===== src/rtl/hack_board_pkg.sv =====
// Shared definitions for the Hack board tops: run-control FSM encoding and button channel indices.
package hack_board_pkg;

    typedef enum logic [1:0] {
        RUNNING = 2'd0,
        PAUSED  = 2'd1,
        STEP    = 2'd2
    } run_state_t;

    localparam int BTN_RUN   = 0;
    localparam int BTN_STEP  = 1;
    localparam int BTN_SPEED = 2;

endpackage


===== src/rtl/debounce_bank.sv =====
// Per-channel button debouncer: 2-flop synchroniser, stability counter, debounced level and rising-edge pulse.
module debounce_bank #(
    parameter int NUM_BTNS      = 3,
    parameter int STABLE_CYCLES = 40
) (
    input  logic                EXTERNAL_CLK,
    input  logic                reset,
    input  logic [NUM_BTNS-1:0] btn_raw,
    output logic [NUM_BTNS-1:0] btn_level,
    output logic [NUM_BTNS-1:0] btn_press
);

    localparam int CW = $clog2(STABLE_CYCLES);

    for (genvar gi = 0; gi < NUM_BTNS; gi++) begin : g_ch
        logic [1:0]    sync;
        logic [CW-1:0] cnt;
        logic          lvl;
        logic          prs;

        always_ff @(posedge EXTERNAL_CLK) begin
            if (reset) begin
                sync <= '0;
                cnt  <= '0;
                lvl  <= 1'b0;
                prs  <= 1'b0;
            end else begin
                sync <= {sync[0], btn_raw[gi]};
                if (sync[1] == lvl) begin
                    cnt <= '0;
                    prs <= 1'b0;
                end else if (cnt == CW'(STABLE_CYCLES - 1)) begin
                    // Input has disagreed with the level long enough: accept it.
                    lvl <= sync[1];
                    prs <= sync[1];
                    cnt <= '0;
                end else begin
                    cnt <= cnt + 1'b1;
                    prs <= 1'b0;
                end
            end
        end

        assign btn_level[gi] = lvl;
        assign btn_press[gi] = prs;
    end

endmodule


===== src/rtl/hack_run_control.sv =====
// CPU run-control: debounced buttons drive a run/pause/single-step FSM that emits a rate-selectable
// clock enable for the Hack core.
module hack_run_control
    import hack_board_pkg::*;
#(
    parameter int NUM_BTNS      = 3,
    parameter int STABLE_CYCLES = 40,
    parameter int DIV_WIDTH     = 24,
    parameter int START_PAUSED  = 0,
    parameter int COUNT_WIDTH   = 32
) (
    input  logic                         EXTERNAL_CLK,
    input  logic                         reset,
    input  logic [NUM_BTNS-1:0]          btn_raw,
    input  logic                         hold_i,
    output logic [NUM_BTNS-1:0]          btn_level,
    output logic [NUM_BTNS-1:0]          btn_press,
    output logic                         cpu_ce,
    output logic                         paused,
    output logic [$clog2(DIV_WIDTH)-1:0] speed_sel,
    output logic [COUNT_WIDTH-1:0]       ce_count
);

    localparam int SW = $clog2(DIV_WIDTH);

    logic [DIV_WIDTH-1:0] divider;
    logic [DIV_WIDTH-1:0] tick_mask;
    logic                 tick;
    run_state_t           state;

    debounce_bank #(
        .NUM_BTNS      (NUM_BTNS),
        .STABLE_CYCLES (STABLE_CYCLES)
    ) u_debounce (
        .EXTERNAL_CLK (EXTERNAL_CLK),
        .reset        (reset),
        .btn_raw      (btn_raw),
        .btn_level    (btn_level),
        .btn_press    (btn_press)
    );

    // Mask of the low speed_sel divider bits; an empty mask (speed 0) ticks every cycle.
    always_comb begin
        tick_mask = '0;
        for (int i = 0; i < DIV_WIDTH; i++) begin
            tick_mask[i] = (i < int'(speed_sel));
        end
        tick = ((divider & tick_mask) == tick_mask);
    end

    always_ff @(posedge EXTERNAL_CLK) begin
        if (reset) begin
            divider   <= '0;
            speed_sel <= '0;
        end else if (btn_press[BTN_SPEED]) begin
            divider   <= '0;
            speed_sel <= (speed_sel == SW'(DIV_WIDTH - 1)) ? '0 : speed_sel + 1'b1;
        end else begin
            divider   <= divider + 1'b1;
        end
    end

    always_ff @(posedge EXTERNAL_CLK) begin
        if (reset) begin
            state    <= (START_PAUSED != 0) ? PAUSED : RUNNING;
            cpu_ce   <= 1'b0;
            ce_count <= '0;
        end else begin
            cpu_ce   <= !hold_i && (((state == RUNNING) && tick) || (state == STEP));
            ce_count <= ce_count + COUNT_WIDTH'(cpu_ce);
            unique case (state)
                RUNNING: if (btn_press[BTN_RUN]) state <= PAUSED;
                PAUSED: begin
                    if (btn_press[BTN_RUN])       state <= RUNNING;
                    else if (btn_press[BTN_STEP]) state <= STEP;
                end
                // A pending step completes before anything else is honoured.
                STEP:    if (!hold_i) state <= PAUSED;
                default: state <= PAUSED;
            endcase
        end
    end

    assign paused = (state != RUNNING);

endmodule


===== config.mk =====
export PLATFORM = sky130hd
export DESIGN_NAME = hack_run_control
export DESIGN_NICKNAME = d
export VERILOG_FILES = /design/src/rtl/hack_board_pkg.sv /design/src/rtl/debounce_bank.sv /design/src/rtl/hack_run_control.sv
export SDC_FILE = /design/constraint.sdc
export NUM_CORES = 1
export LEC_CHECK = 0
export BUFFER_PORTS_ARGS = -buffer_cell sky130_fd_sc_hd__buf_2
export CORE_MARGIN = 5
export CORE_UTILIZATION = 45
export CTS_CLUSTER_DIAMETER = 50
export DETAILED_ROUTE_END_ITERATION = 6
export GPL_TIMING_DRIVEN = 0
export MAX_ROUTING_LAYER = met4
export PLACE_DENSITY = 0.66
export SYNTH_ARGS = -nofsm -noshare
export SYNTH_HDL_FRONTEND = slang
export SYNTH_SLANG_ARGS = --single-unit

===== constraint.sdc =====
create_clock -name EXTERNAL_CLK -period 4.6 [get_ports EXTERNAL_CLK]
set_input_delay 0.46 -clock EXTERNAL_CLK [delete_from_list [all_inputs] [get_ports EXTERNAL_CLK]]
set_output_delay 0.46 -clock EXTERNAL_CLK [all_outputs]
set_load 0.005 [all_outputs]

==> impl_results.html <==
<table>
<tr><th>Metric</th><th>Value</th></tr>
<tr><th colspan="2">Timing</th></tr>
<tr><td>Worst Clk Skew</td><td>0.0119 ns</td></tr>
<tr><td>Sum of negative setup slack</td><td>0 ns</td></tr>
<tr><td>Highest clock frequency the design can meet</td><td>0.554 GHz</td></tr>
<tr><td>Unrepaired setup endpoints after global routing</td><td>no</td></tr>
<tr><td>Max-slew violations</td><td>0</td></tr>
<tr><td>Final critical-path share of the clock period</td><td>0.393</td></tr>
<tr><td>Count of final setup violators</td><td>0</td></tr>
<tr><td>Worst Tran Pin Value</td><td>0.508 ns</td></tr>
<tr><td>Final hold violations</td><td>0</td></tr>
<tr><td>Worst slew margin</td><td>0.659</td></tr>
<tr><td>Hold_ws</td><td>0.317 ns</td></tr>
<tr><td>Time the worst path needs with I/O delays and setup</td><td>1.81 ns</td></tr>
<tr><th colspan="2">Cells and area</th></tr>
<tr><td>Share of final-layout standard cells stronger than drive strength 1</td><td>0.176</td></tr>
<tr><td>Total inserted antenna cells</td><td>0</td></tr>
<tr><td>Area occupied by multi-input gates</td><td>0.00224 mm2</td></tr>
<tr><td>Post-layout instance area</td><td>0.00493 mm2</td></tr>
<tr><td>Seq. cell area</td><td>0.00188 mm2</td></tr>
<tr><td>Synthesis-to-finish area growth</td><td>14.2%</td></tr>
<tr><td>Net count, final</td><td>556</td></tr>
<tr><td>Fillers</td><td>914</td></tr>
<tr><td>Fin cells</td><td>676</td></tr>
<tr><th colspan="2">Placed design</th></tr>
<tr><td>Routability cong.</td><td>0.845</td></tr>
<tr><td>Number of instances in the placed design</td><td>661</td></tr>
<tr><td>DP HPWL</td><td>6630 um</td></tr>
<tr><td>Area after detailed placement</td><td>0.00472 mm2</td></tr>
<tr><td>Number of port buffers</td><td>50</td></tr>
<tr><th colspan="2">Worst setup path</th></tr>
<tr><td>Type of the worst setup path</td><td>flop to flop</td></tr>
<tr><td>Crit Reg-Reg Startpoint</td><td>divider[0]</td></tr>
<tr><td>Critical path startpoint category</td><td>flop</td></tr>
<tr><td>R2R Setup Slk</td><td>2.79 ns</td></tr>
<tr><td>Reg-to-Reg End</td><td>divider[18]</td></tr>
<tr><td>Crit path max-delay cell type</td><td>sky130_fd_sc_hd__dfxtp_1</td></tr>
<tr><td>Top fanout value on the critical path</td><td>9</td></tr>
<tr><td>Delay of the slowest cell on the worst path</td><td>0.47 ns</td></tr>
<tr><td>WP data arrival</td><td>2.04 ns</td></tr>
<tr><td>Crit. End Element</td><td>flop</td></tr>
<tr><td>Count of buffering cells on the critical path with inverters included</td><td>0</td></tr>
<tr><td>Cell-by-cell listing of the critical path</td><td>ha_1, nand2_1, nor4_4, nand4_1, xor2_1, nor2_1</td></tr>
<tr><td>Worst r2r path cells</td><td>6</td></tr>
<tr><td>Kind of cell with the highest combined delay on the critical path</td><td>simple AND/OR/NAND/NOR gates</td></tr>
<tr><td>Data required time at the worst endpoint</td><td>4.83 ns</td></tr>
<tr><th colspan="2">Yosys</th></tr>
<tr><td>Syn avg cell area</td><td>8.95 um2</td></tr>
<tr><td>Synthesized instance count</td><td>482</td></tr>
<tr><td>Count of different cell masters after synthesis</td><td>54</td></tr>
<tr><td>Synthesis warning total</td><td>0</td></tr>
<tr><td>Seq/Total Area, Yosys</td><td>0.436</td></tr>
<tr><td>Syn_nets</td><td>495</td></tr>
<tr><td>Number of synthesized flops with an enable pin</td><td>0</td></tr>
<tr><td>Fraction of registers with async set or reset after synthesis</td><td>0</td></tr>
<tr><td>Dominant synthesized flop cell</td><td>sky130_fd_sc_hd__dfxtp_1</td></tr>
<tr><td>Post-synthesis instance area</td><td>0.00431 mm2</td></tr>
<tr><td>Seq cells post-synth</td><td>94</td></tr>
<tr><th colspan="2">Detailed routing</th></tr>
<tr><td>Count of nets left with antenna violations after detail routing</td><td>0</td></tr>
<tr><td>1st-pass router iterations</td><td>4</td></tr>
<tr><td>DRC violation count after routing</td><td>0</td></tr>
<tr><td>Routed via count</td><td>3412</td></tr>
<tr><td>Drt wl/cell</td><td>13.2 um</td></tr>
<tr><td>Drt initial violations</td><td>181</td></tr>
<tr><td>Vias per cell</td><td>5.05</td></tr>
<tr><td>Routed WL</td><td>8920 um</td></tr>
<tr><th colspan="2">Clock tree</th></tr>
<tr><td>Clock Sink Count</td><td>94</td></tr>
<tr><td>Number of buffers between clock root and the deepest sink</td><td>2</td></tr>
<tr><td>Clk_lat worst skew</td><td>0.36 ns</td></tr>
<tr><td>Clock tree from TritonCTS</td><td>done</td></tr>
<tr><td>Number of gates resized after cts</td><td>0</td></tr>
<tr><td>Number of CTS-inserted buffers</td><td>9</td></tr>
<tr><td>Root buffer selected by CTS</td><td>sky130_fd_sc_hd__clkbuf_8</td></tr>
<tr><td>Post-CTS setup buffers</td><td>0</td></tr>
<tr><td># H-tree levels</td><td>3</td></tr>
<tr><td>CTS clock-pin slew for the worst setup and hold paths</td><td>0.09 ns</td></tr>
<tr><td>Post-CTS Hold Fix Bufs</td><td>0</td></tr>
<tr><th colspan="2">Run</th></tr>
<tr><td>Max_cap viols</td><td>0</td></tr>
<tr><th colspan="2">Pwr</th></tr>
<tr><td>Pint</td><td>1130 uW</td></tr>
<tr><td>Cell leakage power</td><td>0.00192 uW</td></tr>
<tr><td>Areal power density over the cells</td><td>290 mW/mm2</td></tr>
<tr><td>Net Sw Frac</td><td>0.207</td></tr>
<tr><td>Total power of the final layout</td><td>1430 uW</td></tr>
<tr><td>IR Drop Worst-Case VDD</td><td>0.150 mV</td></tr>
<tr><td>Clock network power share</td><td>0.398</td></tr>
<tr><td>Share of power burned in registers</td><td>0.578</td></tr>
<tr><td>Comb pwr share</td><td>0.024</td></tr>
<tr><td>Switch Pwr</td><td>296 uW</td></tr>
<tr><th colspan="2">GRT</th></tr>
<tr><td>GRT Overall Usage</td><td>0.166</td></tr>
<tr><td>Pin count of the biggest net entering global routing</td><td>15</td></tr>
<tr><td>GRT overflow</td><td>0</td></tr>
<tr><td>Initial antenna violation count</td><td>0</td></tr>
<tr><td>First-pass GRT wire length</td><td>15200 um</td></tr>
<tr><td>Number of global-route vias before repair</td><td>3267</td></tr>
<tr><th colspan="2">Floorplanning</th></tr>
<tr><td>Die Height</td><td>108 um</td></tr>
<tr><td>Die footprint</td><td>0.0116 mm2</td></tr>
<tr><td>Width of the die</td><td>108 um</td></tr>
<tr><td>Count of pins on the block boundary</td><td>51</td></tr>
<tr><td>Std-Cell Core Area</td><td>0.00928 mm2</td></tr>
<tr><td>Starting Density</td><td>0.465</td></tr>
<tr><td>Placement Rows</td><td>35</td></tr>
<tr><th colspan="2">Worst hold path</th></tr>
<tr><td>Endpoint of the worst hold-timing path</td><td>u_debounce.g_ch[2].sync[0]</td></tr>
<tr><td>Startpoint of the worst hold path</td><td>btn_raw[2]</td></tr>
<tr><td>Cell depth of the worst min-delay path</td><td>2</td></tr>
<tr><td>Hold crit path type</td><td>input pin to flop</td></tr>
<tr><th colspan="2">Status</th></tr>
<tr><td>Status</td><td>finished clean</td></tr>
</table>
-- power by group through the flow --
stage / combinational [uW] / sequential, uW / clock [uW]
finish: 34.9 / 826 / 569
detailed placement: 35.6 / 845 / 0
global placement: 34.9 / 845 / 0
CTS: 35.7 / 826 / 589
global route: 40.2 / 828 / 624
floorplan: 22.8 / 844 / 0
-- layout make-up --
class                           count  area share
Timing Repair Buffer               50      0.0508
Multi-Input combinational cell    349       0.455
Clock inverter                      5      0.0152
Inverter                           14      0.0107
Buffer                             25      0.0279
Clock buffer                       10      0.0259
Tap cell                          129      0.0328
Sequential cell                    94       0.382
-- state kept, by name, summed over array words and instances (netlist names) --
name,count
ce_count,32
cpu_ce,1
divider,24
speed_sel,5
state,2
u_debounce.g_ch.cnt,18
u_debounce.g_ch.lvl,3
u_debounce.g_ch.prs,3
u_debounce.g_ch.sync,6
-- cells by family (layout without fill, tap and decap cells) --
kind of cell	count (synthesis)	count (layout)	share of synthesized area
buffers and inverters	39	104	0.0441
adder cells (fa/ha/maj)	7	7	0.0203
XOR/XNOR	65	65	0.132
AND/OR/NAND/NOR	234	234	0.298
flip-flops	94	94	0.436
multiplexers	5	5	0.0131
AO/OA/AOI/OAI	38	38	0.0566
-- per-layer routing --
metal,routed length (um),vias up,track usage
li1,-,1742,-
met1,4340,1588,0.215
met2,4030,69,0.254
met3,424,13,0.0396
met4,132,0,0.0559
met5,0,-,-
-- layout by cell type (no fill, tap or decap), drive strengths merged, types with 4 or more instances in the layout --
| cell type | instances |
|---|---|
| and3 | 9 |
| xnor2 | 30 |
| nor2b | 11 |
| clkbuf | 22 |
| buf | 63 |
| xor2 | 35 |
| dfxtp | 94 |
| nand4 | 13 |
| inv | 14 |
| nor3 | 5 |
| nand2b | 11 |
| a21oi | 14 |
| and4 | 9 |
| nand3 | 30 |
| nor2 | 92 |
| or3 | 4 |
| nand2 | 26 |
| o21ai | 6 |
| nor4 | 10 |
| ha | 7 |
-- worst max-delay path by stage --
stage,start,end,cells after the start
after floorplan,cpu_ce,ce_count[24],6
after global placement,reset,speed_sel[2],5
after detailed placement,reset,ce_count[30],5
after CTS,divider[0],divider[18],6
after global routing,divider[0],divider[18],6
final,divider[0],divider[18],6
-- synth_stat cells, drive strengths merged, types with 2 or more instances --
cell type,number,share of area
nor2b,11,0.016
buf,13,0.021
o221ai,2,0.0041
nor3b,2,0.0035
xnor2,30,0.061
o31ai,2,0.0035
and4,9,0.019
nor3,5,0.0058
and2,3,0.0044
nand3,30,0.038
dfxtp,94,0.44
nor4,10,0.033
a21oi,14,0.016
nor2,92,0.080
or3,4,0.0058
nand2,26,0.023
xor2,35,0.071
mux2i,3,0.0070
nand2b,11,0.016
and3,9,0.013
inv,14,0.012
nand4,13,0.020
ha,7,0.020
nor4b,3,0.0075
nand3b,3,0.0052
o21ai,6,0.0070
mux2,2,0.0061
clkbuf,12,0.010
a31oi,3,0.0044
-- per-stage QoR --
| stage | utilization | worst slack [ns] |
|---|---|---|
| detailed placement | 0.509 | 2.56 |
| floorplan | - | 3.02 |
| global route | 0.531 | 2.61 |
| global placement | 0.509 | 2.57 |
| finish | 0.531 | 2.79 |
| CTS | 0.531 | 2.79 |
Power figures use the tool's default switching activity.
